==> config.mk <==
export PLATFORM = sky130hd
export DESIGN_NAME = scramble_sequencer
export DESIGN_NICKNAME = d
export VERILOG_FILES = /design/src/rtl/scramble_sequencer.sv
export SDC_FILE = /design/constraint.sdc
export NUM_CORES = 1
export LEC_CHECK = 0
export BUFFER_PORTS_ARGS = -buffer_cell sky130_fd_sc_hd__buf_2
export CAP_MARGIN = 20
export CORE_UTILIZATION = 58
export CTS_CLUSTER_DIAMETER = 30
export CTS_CLUSTER_SIZE = 12
export DETAILED_ROUTE_END_ITERATION = 10
export PLACE_DENSITY = 0.79
export REMOVE_ABC_BUFFERS = 1
export SYNTH_ARGS = -nofsm -noshare
export SYNTH_HDL_FRONTEND = slang
export SYNTH_SLANG_ARGS = --single-unit
export TNS_END_PERCENT = 30
==> constraint.sdc <==
create_clock -name clk -period 3.35 [get_ports clk]
set_input_delay 0 -clock clk [delete_from_list [all_inputs] [get_ports clk]]
set_output_delay 0 -clock clk [all_outputs]
set_load 0.01 [all_outputs]
==> src/rtl/scramble_sequencer.sv <==
// Scramble sequencer for the 4x4 cell array.
// On a start request it issues NUM_MOVES pseudo-random row/column fire moves.
// Each move is followed by GAP_CYCLES idle cycles. When no scramble is running,
// the player's debounced move is forwarded to the cells as a single-cycle fire.
module scramble_sequencer #(
    parameter int          NUM_MOVES  = 32,
    parameter int          GAP_CYCLES = 16,
    parameter logic [15:0] LFSR_SEED  = 16'hACE1
) (
    input  logic       clk,
    input  logic       reset,
    input  logic       start,
    input  logic       user_fire,
    input  logic       user_nRow,
    input  logic [3:0] user_row_column,
    input  logic       user_error,
    input  logic       user_add_n,
    output logic       fire,
    output logic       x_nRow,
    output logic [3:0] row_column,
    output logic       add_n,
    output logic       busy,
    output logic       done,
    output logic [7:0] moves_issued
);

    typedef enum logic [1:0] {IDLE, ISSUE, GAP, FINISH} state_t;

    // An all-zero seed would lock the LFSR at zero, so it is replaced by 1.
    localparam logic [15:0] SEED       = (LFSR_SEED == 16'h0000) ? 16'h0001 : LFSR_SEED;
    localparam logic [15:0] GAP_LOAD   = 16'(GAP_CYCLES - 1);
    localparam logic [7:0]  MOVES_LAST = 8'(NUM_MOVES);
    localparam logic [15:0] LFSR_MASK  = 16'hB400;

    state_t      state, state_nxt;
    logic [15:0] lfsr;
    logic [15:0] gap_cnt, gap_cnt_nxt;
    logic        start_q;

    logic        fire_nxt, x_nrow_nxt, add_n_nxt, busy_nxt, done_nxt;
    logic [3:0]  row_column_nxt;
    logic [7:0]  moves_nxt;

    // State, gap counter and the registered start request.
    // start only counts while idle, so a request made during a scramble is dropped.
    always_ff @(posedge clk) begin
        if (reset) begin
            state   <= IDLE;
            gap_cnt <= 16'd0;
            start_q <= 1'b0;
        end else begin
            state   <= state_nxt;
            gap_cnt <= gap_cnt_nxt;
            start_q <= start && (state == IDLE);
        end
    end

    // Galois LFSR (shift right). It runs in every state, so the scramble depends on start timing.
    always_ff @(posedge clk) begin
        if (reset) begin
            lfsr <= SEED;
        end else begin
            lfsr <= {1'b0, lfsr[15:1]} ^ (lfsr[0] ? LFSR_MASK : 16'h0000);
        end
    end

    // Next-state logic, plus the next value of every registered output.
    always_comb begin
        state_nxt      = state;
        gap_cnt_nxt    = gap_cnt;
        fire_nxt       = 1'b0;
        x_nrow_nxt     = x_nRow;
        row_column_nxt = row_column;
        add_n_nxt      = add_n;
        busy_nxt       = busy;
        done_nxt       = 1'b0;
        moves_nxt      = moves_issued;
        case (state)
            IDLE: begin
                busy_nxt = 1'b0;
                if (start_q) begin
                    state_nxt = ISSUE;
                    moves_nxt = 8'd0;
                end else if (user_fire && !user_error && !start) begin
                    // A player move made in the same cycle as a start request is dropped.
                    fire_nxt       = 1'b1;
                    x_nrow_nxt     = user_nRow;
                    row_column_nxt = user_row_column;
                    add_n_nxt      = user_add_n;
                end
            end
            ISSUE: begin
                fire_nxt       = 1'b1;
                x_nrow_nxt     = lfsr[2];
                row_column_nxt = 4'b0001 << lfsr[1:0];
                add_n_nxt      = 1'b0;
                busy_nxt       = 1'b1;
                moves_nxt      = moves_issued + 8'd1;
                gap_cnt_nxt    = GAP_LOAD;
                state_nxt      = GAP;
            end
            GAP: begin
                busy_nxt = 1'b1;
                if (gap_cnt == 16'd0) begin
                    state_nxt = (moves_issued == MOVES_LAST) ? FINISH : ISSUE;
                end else begin
                    gap_cnt_nxt = gap_cnt - 16'd1;
                end
            end
            FINISH: begin
                done_nxt  = 1'b1;
                busy_nxt  = 1'b0;
                state_nxt = IDLE;
            end
            default: state_nxt = IDLE;
        endcase
    end

    // Output registers. Every output has a defined reset value.
    always_ff @(posedge clk) begin
        if (reset) begin
            fire         <= 1'b0;
            x_nRow       <= 1'b0;
            row_column   <= 4'b0001;
            add_n        <= 1'b0;
            busy         <= 1'b0;
            done         <= 1'b0;
            moves_issued <= 8'd0;
        end else begin
            fire         <= fire_nxt;
            x_nRow       <= x_nrow_nxt;
            row_column   <= row_column_nxt;
            add_n        <= add_n_nxt;
            busy         <= busy_nxt;
            done         <= done_nxt;
            moves_issued <= moves_nxt;
        end
    end

endmodule
# After elaboration in Yosys (flattened, before gate mapping)

Index checks and enable logic that the tools add are counted.

Bits in registers: 52
Output and inout bits: 17

$add $sub $neg: 2
Eq/ne operators: 9
Shifts and indexed selects: 1
Multiplexer cells: 23
Bitwise logic cells: 1
Reductions and logical operators: 15

Operator list:

| kind                                                                   | number |
|---|---|
| 16-bit two-way mux                                                     | 2 |
| 16-bit case mux with 2 select lines                                    | 1 |
| 16-bit logical NOT                                                     | 1 |
| 8-bit case mux with 2 select lines                                     | 1 |
| 16-bit by 1-bit subtractor with 16-bit output (second input constant)  | 1 |
| 15-bit by 16-bit XOR with 16-bit output                                | 1 |
| 8-bit by 1-bit adder with 8-bit output (second input constant)         | 1 |
| 8-bit by 6-bit equality test with 1-bit output (second input constant) | 1 |
| 4-bit two-way mux                                                      | 2 |
| 8-bit two-way mux                                                      | 1 |
| 2-bit inequality test (second input constant)                          | 4 |
| 1-bit case mux with 2 select lines                                     | 4 |
| 2-bit case mux with 4 select lines                                     | 1 |
| 4-bit case mux with 2 select lines                                     | 1 |
| 1-bit two-way mux                                                      | 7 |
| 2-bit two-way mux                                                      | 3 |
| 2-bit AND reduction                                                    | 3 |
| 2-bit equality test (second input constant)                            | 2 |
| 2-bit nonzero test                                                     | 2 |
| 2-bit OR reduction                                                     | 2 |
| 1-bit by 2-bit << shifter with 4-bit output (first input constant)     | 1 |
| 1-bit logical AND                                                      | 3 |
| 3-bit AND reduction                                                    | 1 |
| 2-bit by 1-bit equality test with 1-bit output (second input constant) | 1 |
| 3 further kinds                                                        | 4 |

# Longest topological paths before layout

Gate-level depths: netlist of the first run.

Depth after elaboration: 6
Depth in mapped cells: 8

# Worst setup path after synthesis of the first run

No wires, ideal clock.

Kind: register to register
Start: register state[0]
End: register gap_cnt[11]
Library setup time: 0.072 ns
Arrival time: 1.688 ns
Required time: 3.278 ns
Setup slack: 1.591 ns
Cell stages (with the launch flop): 8
Cell sequence: dfxtp_1 -> inv_1 -> ha_1 -> buf_2 -> or2_2 -> nand4b_1 -> a2111oi_2 -> mux2i_1

Word-level cells in the longest chain between the ends: 3
Elaborated cells between the ends (all ways): 6
Classes of those cells: 3 x eq/ne; 1 x mux; 2 x reduce/logical

RTL lines:

| element                                                                               | RTL line | RTL |
|---|---|---|
| from (decl)                                                                           | 35       | `state_t state, state_nxt;` |
| from (signal assigned)                                                                | 52       | `state <= state_nxt;` |
| 2-bit equality test or 2-bit by 1-bit equality test with 1-bit output (tied branches) | 78       | `case (state)` |
| 2-bit inequality test (no source line) or 2-bit nonzero test (tied branches)          | -        |  |
| 2-bit AND reduction (no source line)                                                  | -        |  |
| to (signal assigned)                                                                  | 53       | `gap_cnt <= gap_cnt_nxt;` |
| to (decl)                                                                             | 37       | `logic [15:0] gap_cnt, gap_cnt_nxt;` |

Parallel ways exist; a longest one is shown, timed or not.
A chain may end at the register's enable or synchronous reset.

# Worst setup path after layout of the first run

Start: register state[1]
End: register gap_cnt[11]

Same word-level chain as after synthesis.

==> results of run 1 <==
==> metrics by stage <==
| step | utilization | instances | setup slack (ps) |
|---|---|---|---|
| 2_1_floorplan | - | 248 | 1210 |
| 3_3_place_gp | 0.642 | 326 | 1330 |
| 3_5_place_dp | 0.642 | 326 | 1230 |
| 4_1_cts | 0.672 | 337 | 1220 |
| 5_1_grt | 0.672 | 337 | 989 |
| 6_report | 0.672 | 337 | 1210 |
==> layer usage <==
metal,GRT usage,vias to the layer above,wire length (um)
met5,0,-,0
met4,0.0718,0,51
met3,0.0362,5,132
met2,0.371,37,2160
met1,0.295,893,2160
li1,-,973,-
==> area by class of cell <==
type / count / area share
clock buffers: 6 / 0.0272
multi-input cells: 184 / 0.472
well taps: 50 / 0.0235
repair buffers: 31 / 0.0647
clock inverters: 2 / 0.00516
flip-flops and latches: 52 / 0.390
inverters: 12 / 0.0169
==> cell families after synthesis <==
group	synth area share
DFF	0.434
muxes	0.0381
xor gates and xnor gates	0.0292
and+or+nand+nor	0.279
AOI/OAI and AO/OA	0.142
buffers and inverters	0.0402
adders and majority gates	0.0365
==> synth_stat cells (2+ instances only) <==
master    count  share of area
a21oi_1       9          0.019
nor2b_1      13          0.034
and3_1        3         0.0078
o21ai_1       2         0.0042
nand4_1       5          0.013
nor3_1        4         0.0084
o31ai_1       4          0.013
or3_1        12          0.031
mux2i_1       8          0.033
nand2_1      19          0.030
xnor2_1       5          0.018
a211o_1       2         0.0073
nand2b_1      6          0.016
nor4b_1       3          0.011
clkbuf_1      7          0.011
dfxtp_1      52           0.43
buf_2         5          0.010
xor2_1        3          0.011
nand3_1       5          0.010
nor2_1       25          0.039
inv_1        12          0.019
nor4_1        3         0.0078
a211oi_1      8          0.025
or2_2        10          0.026
ha_1          7          0.037
a311oi_1      3          0.011
==> sequential cells by signal, summed over array words and instances (netlist names) <==
signal / count
state: 2
moves_issued: 8
busy: 1
fire: 1
done: 1
gap_cnt: 16
x_nRow: 1
row_column: 4
start_q: 1
lfsr: 16
add_n: 1
==> power breakdown <==
group	internal (uW)	leakage [uW]	switching, uW	total [uW]
clock	149	0.0000456	205	354
sequential	759	0.000426	152	911
combinational	470	0.000604	655	1130
==> how the worst max path moves through the flow <==
| stage | start | end | cells past startpoint |
|---|---|---|---|
| finish | state[1] | gap_cnt[11] | 6 |
| global route | state[1] | gap_cnt[12] | 6 |
| CTS | state[1] | gap_cnt[12] | 6 |
| detailed placement | state[1] | gap_cnt[12] | 6 |
| global placement | state[1] | gap_cnt[12] | 6 |
| floorplan | state[0] | row_column[0] | 6 |
==> worst reg2reg max path, stage by stage, from the launching register on <==
cell and delay (ps):
dfxtp_1 360, inv_1 110, ha_1 430, or2_2 250, nand4b_1 240, a2111oi_2 470
mux2i_1 220
==> out/results.tsv, run 1 <==
stage	metric	value	unit
setup_path	cp_num_buf_inv	1	
timing	layout_min_cycle_time	2140	ps
setup_path	cp.required	3580	ps
placed_design	gp_congestion	0.856	
setup_path	cp-end-kind	flip-flop	
clock_tree	cts-buffers-inserted	5	
synthesis	synthCells	260	
routing	drtAntennaViolNets	0	
clock_tree	path_clk_slew	90	ps
grt	grt_pass1_wl	7.61	mm
setup_path	crit_chain	inv_1 > ha_1 > or2_2 > nand4b_1 > a2111oi_2 > mux2i_1	
setup_path	r2r_slack	1210	ps
hold_path	min_delay_path_depth	4	
clock_tree	cts_tree	done	
synthesis	synth_warnings	0	
placed_design	io_buffers	27	
synthesis	synth_seq_cells	52	
clock_tree	clock-sinks	52	
setup_path	critPathKind	reg -> reg	
routing	drt_first_pass_iters	4	
clock_tree	root_buffer	clkbuf_8	
setup_path	regToRegEndpoint	gap_cnt[11]	
hold_path	hold_class	in -> reg	
clock_tree	cts_setup_buffers	0	
final_layout	final_area	2670	um^2
grt	grt_overflow	0	
synthesis	synth_cell_types	51	
clock_tree	cts_resized	0	
die	rows	23	
setup_path	reg2reg_depth	6	
timing	hold_viol_final	0	
routing	via_count	1908	
setup_path	reg2reg_from	state[1]	
placed_design	hpwl	3.25	mm
synthesis	syn_area_per_cell	9.22	um^2
routing	wl	4.50	mm
timing	hold_slack	30.1	ps
routing	drc	0	
final_layout	diodes	0	
die	core-area	3970	um^2
power	p_leak	0.00108	uW
timing	slew_violations	0	
synthesis	synth_ff_type	dfxtp_1	
clock_tree	clock_latency	300	ps
hold_path	min-delay-start	user_row_column[0]	
final_layout	final_common_cell	dfxtp_1	
die	ios	28	
setup_path	start_kind	flip-flop	
final_layout	drive_gt1_frac	0.192	
power	irDropWorstVdd	0.337	mV
routing	first_iter_violations	68	
timing	skew	6.44	ps
routing	via_per_inst	5.66	
status	status	complete, no violations	
setup_path	crit_family	simple AND/OR/NAND/NOR gates	
setup_path	crit_fanout	13	
die	die_h	66.3	um
clock_tree	ctsHoldBuffers	3	
final_layout	fill_cells	330	
flow_run	cap_violations	0	
power	p_total	2390	uW
setup_path	cp.arrival	2370	ps
grt	first_global_vias	1695	
grt	antenna_found_initial	0	
synthesis	synthArstFlopShare	0	
timing	rsz0062_at_grt	false	
timing	relSlewSlack	0.520	
power	power_density	896	nW/um^2
synthesis	ys_seq_area_frac	0.434	
final_layout	multi_input_area	1260	um^2
die	die_area	4390	um^2
grt	grt_max_degree	47	
timing	setup_violations	0	
synthesis	synthesis.area	2400	um^2
setup_path	slowest_delay	470	ps
hold_path	holdPathEnd	row_column[0]	
clock_tree	clockBufferDepth	2	
setup_path	slowest_stage	a2111oi_2	
grt	track_usage	0.224	
routing	wire_per_inst	13.3	um
final_layout	synthToLayoutAreaGrowth	11.3	%
clock_tree	h-tree-depth	2	
synthesis	synth-edff-count	0	
final_layout	regArea	1040	um^2
timing	tightest_slew	720	ps
final_layout	fin_nets	304	
die	start_util	0.604	
timing	finalSetupTns	0	ps
final_layout	mostFrequentLayoutCells	52 x dfxtp_1, 27 x buf_2, 25 x nor2_1	
die	die_x	66.3	um
timing	max_clock_freq	0.467	GHz
timing	fin_crit_sh	0.639	
placed_design	dpl_cell_area	2550	um^2
Power figures use the tool's default switching activity.
==> inputs of run 2 (changes only) <==
- CORE_UTILIZATION: 58 -> 52
- PLACE_DENSITY: 0.79 -> 0.75
- clock period: 3.35 -> 1.9 ns (I/O delays scaled with it)
==> run 2 against run 1 <==
  * Critical path depth did not move
  * Via count grew 1.8%
  * Die area grew 11%
  * Global-route usage decreased by 2.7 points
  * Total power grew 88%
  * Sequential cell count unchanged
  * Register-to-register slack worse by 1100 ps
  * Hold slack improved by 8.5 ps
  * Sequential share of layout area decreased by 1.5 points
  * Setup slack got worse by 1100 ps
  * Utilization down 3.8 points
  * Critical endpoint is now state[1]
==> out/results.tsv, run 2 (synthesis results as in run 1) <==
stage	metric	value	unit	change
die	rows	24		was 23
timing	rsz0062_at_grt	true		was false
clock_tree	h-tree-depth	2		unchanged
die	die_x	69.9	um	was 66.3 um
placed_design	hpwl	3.27	mm	was 3.25 mm
timing	max_clock_freq	0.553	GHz	was 0.467 GHz
routing	via_per_inst	5.55		was 5.66
power	power_density	1620	nW/um^2	was 896 nW/um^2
clock_tree	cts_setup_buffers	0		unchanged
grt	grt_max_degree	33		was 47
routing	wire_per_inst	13.2	um	was 13.3 um
timing	setup_violations	0		unchanged
power	p_leak	0.00113	uW	was 0.00108 uW
timing	relSlewSlack	0.682		was 0.520
routing	wl	4.63	mm	was 4.50 mm
clock_tree	cts_tree	done		unchanged
placed_design	io_buffers	27		unchanged
setup_path	critPathKind	reg -> reg		unchanged
placed_design	gp_congestion	0.814		was 0.856
clock_tree	clockBufferDepth	2		unchanged
timing	skew	6.62	ps	was 6.44 ps
die	start_util	0.547		was 0.604
setup_path	crit_fanout	9		was 13
placed_design	dpl_cell_area	2630	um^2	was 2550 um^2
setup_path	cp-end-kind	flip-flop		unchanged
final_layout	mostFrequentLayoutCells	51 x dfxtp_1, 27 x buf_2, 25 x nor2_1		was 52 x dfxtp_1, 27 x buf_2, 25 x nor2_1
die	die_h	69.9	um	was 66.3 um
setup_path	cp.arrival	2020	ps	was 2370 ps
timing	layout_min_cycle_time	1810	ps	was 2140 ps
die	die_area	4890	um^2	was 4390 um^2
grt	first_global_vias	1776		was 1695
timing	hold_viol_final	0		unchanged
placed_design	dp_slack	60.0	ps	was 1230 ps
flow_run	cap_violations	0		unchanged
setup_path	cp.required	2110	ps	was 3580 ps
routing	via_count	1943		was 1908
setup_path	start_kind	flip-flop		unchanged
timing	layout_setup_ws	90.2	ps	was 1210 ps
routing	first_iter_violations	104		was 68
timing	slew_violations	0		unchanged
timing	fin_crit_sh	0.953		was 0.639
clock_tree	clock-sinks	52		unchanged
clock_tree	root_buffer	clkbuf_8		unchanged
routing	drtAntennaViolNets	0		unchanged
die	core-area	4380	um^2	was 3970 um^2
final_layout	top_regs	gap_cnt (16), lfsr (16), moves_issued (8)		unchanged
final_layout	fin_nets	315		was 304
final_layout	final_area	2780	um^2	was 2670 um^2
power	irDropWorstVdd	0.665	mV	was 0.337 mV
status	status	complete, no violations		unchanged
grt	track_usage	0.197		was 0.224
clock_tree	cts-buffers-inserted	5		unchanged
clock_tree	path_clk_slew	90	ps	about the same
timing	tightest_slew	477	ps	was 720 ps
final_layout	final_common_cell	dfxtp_1		unchanged
final_layout	drive_gt1_frac	0.228		was 0.192
grt	grt_overflow	0		unchanged
grt	grt_pass1_wl	7.91	mm	was 7.61 mm
final_layout	diodes	0		unchanged
die	ios	28		unchanged
routing	drt_first_pass_iters	4		unchanged
routing	drc	0		unchanged
clock_tree	clock_latency	310	ps	was 300 ps
final_layout	synthToLayoutAreaGrowth	15.8	%	was 11.3%
hold_path	hold_class	in -> reg		unchanged
grt	antenna_found_initial	0		unchanged
[run 2: timing repair]
item,4_1_cts,5_1_grt
resized for setup,0,4
setup endpoints to repair,0,10
endpoints found under the hold margin,4,0
hold buffers,4,0
[run 2: layout make-up]
cell class	count	area, um^2
Inverter	12	45.0
Timing Repair Buffer	42	258
Sequential cell	52	1040
Clock inverter	2	13.8
Multi-Input combinational cell	184	1280
Tap cell	52	65.1
Fill cell	373	1610
Clock buffer	6	72.6
[run 2: final timing paths]
path	startpoint	end	cells after the start	slack, ps
setup / recovery	gap_cnt[0]	state[1]	6	90
setup reg to reg	gap_cnt[0]	state[1]	6	90
hold / removal	user_nRow	x_nRow	3	40
hold reg to reg	lfsr[8]	lfsr[7]	1	420
[run 2: power breakdown]
group / internal [uW] / leakage, uW / switching [uW]
registers: 1340 / 0.000427 / 268
clock network: 263 / 0.0000456 / 370
logic: 1010 / 0.000658 / 1250
[run 2: critical path, cell delays in order (launching register included)]
cell and delay (ps):
dfxtp_1 340, inv_1 60, ha_1 190, nor4b_1 350, a41oi_2 300, nand2b_1 270
o41ai_2 200
[run 2: per-stage QoR]
| step | instances | TNS (ps) | total power (uW) | util | hold WS, ps |
|---|---|---|---|---|---|
| floorplan | 248 | -1060 | 3150 | - | 64.6 |
| finish | 350 | 0 | 4490 | 0.633 | 38.6 |
| global placement | 338 | 0 | 3750 | 0.600 | 270 |
| CTS | 350 | 0 | 4430 | 0.628 | 28.3 |
| global route | 350 | -45.6 | 4850 | 0.633 | 53.0 |
| detailed placement | 338 | 0 | 3790 | 0.600 | 270 |
[run 2: metal layers]
layer	GRT usage	routed length (um)	vias to the layer above	share of wire
li1	-	-	994	-
met1	0.260	2240	907	0.48
met2	0.324	2190	37	0.47
met3	0.0390	138	5	0.030
met4	0.0667	57	0	0.012
met5	0	0	-	0
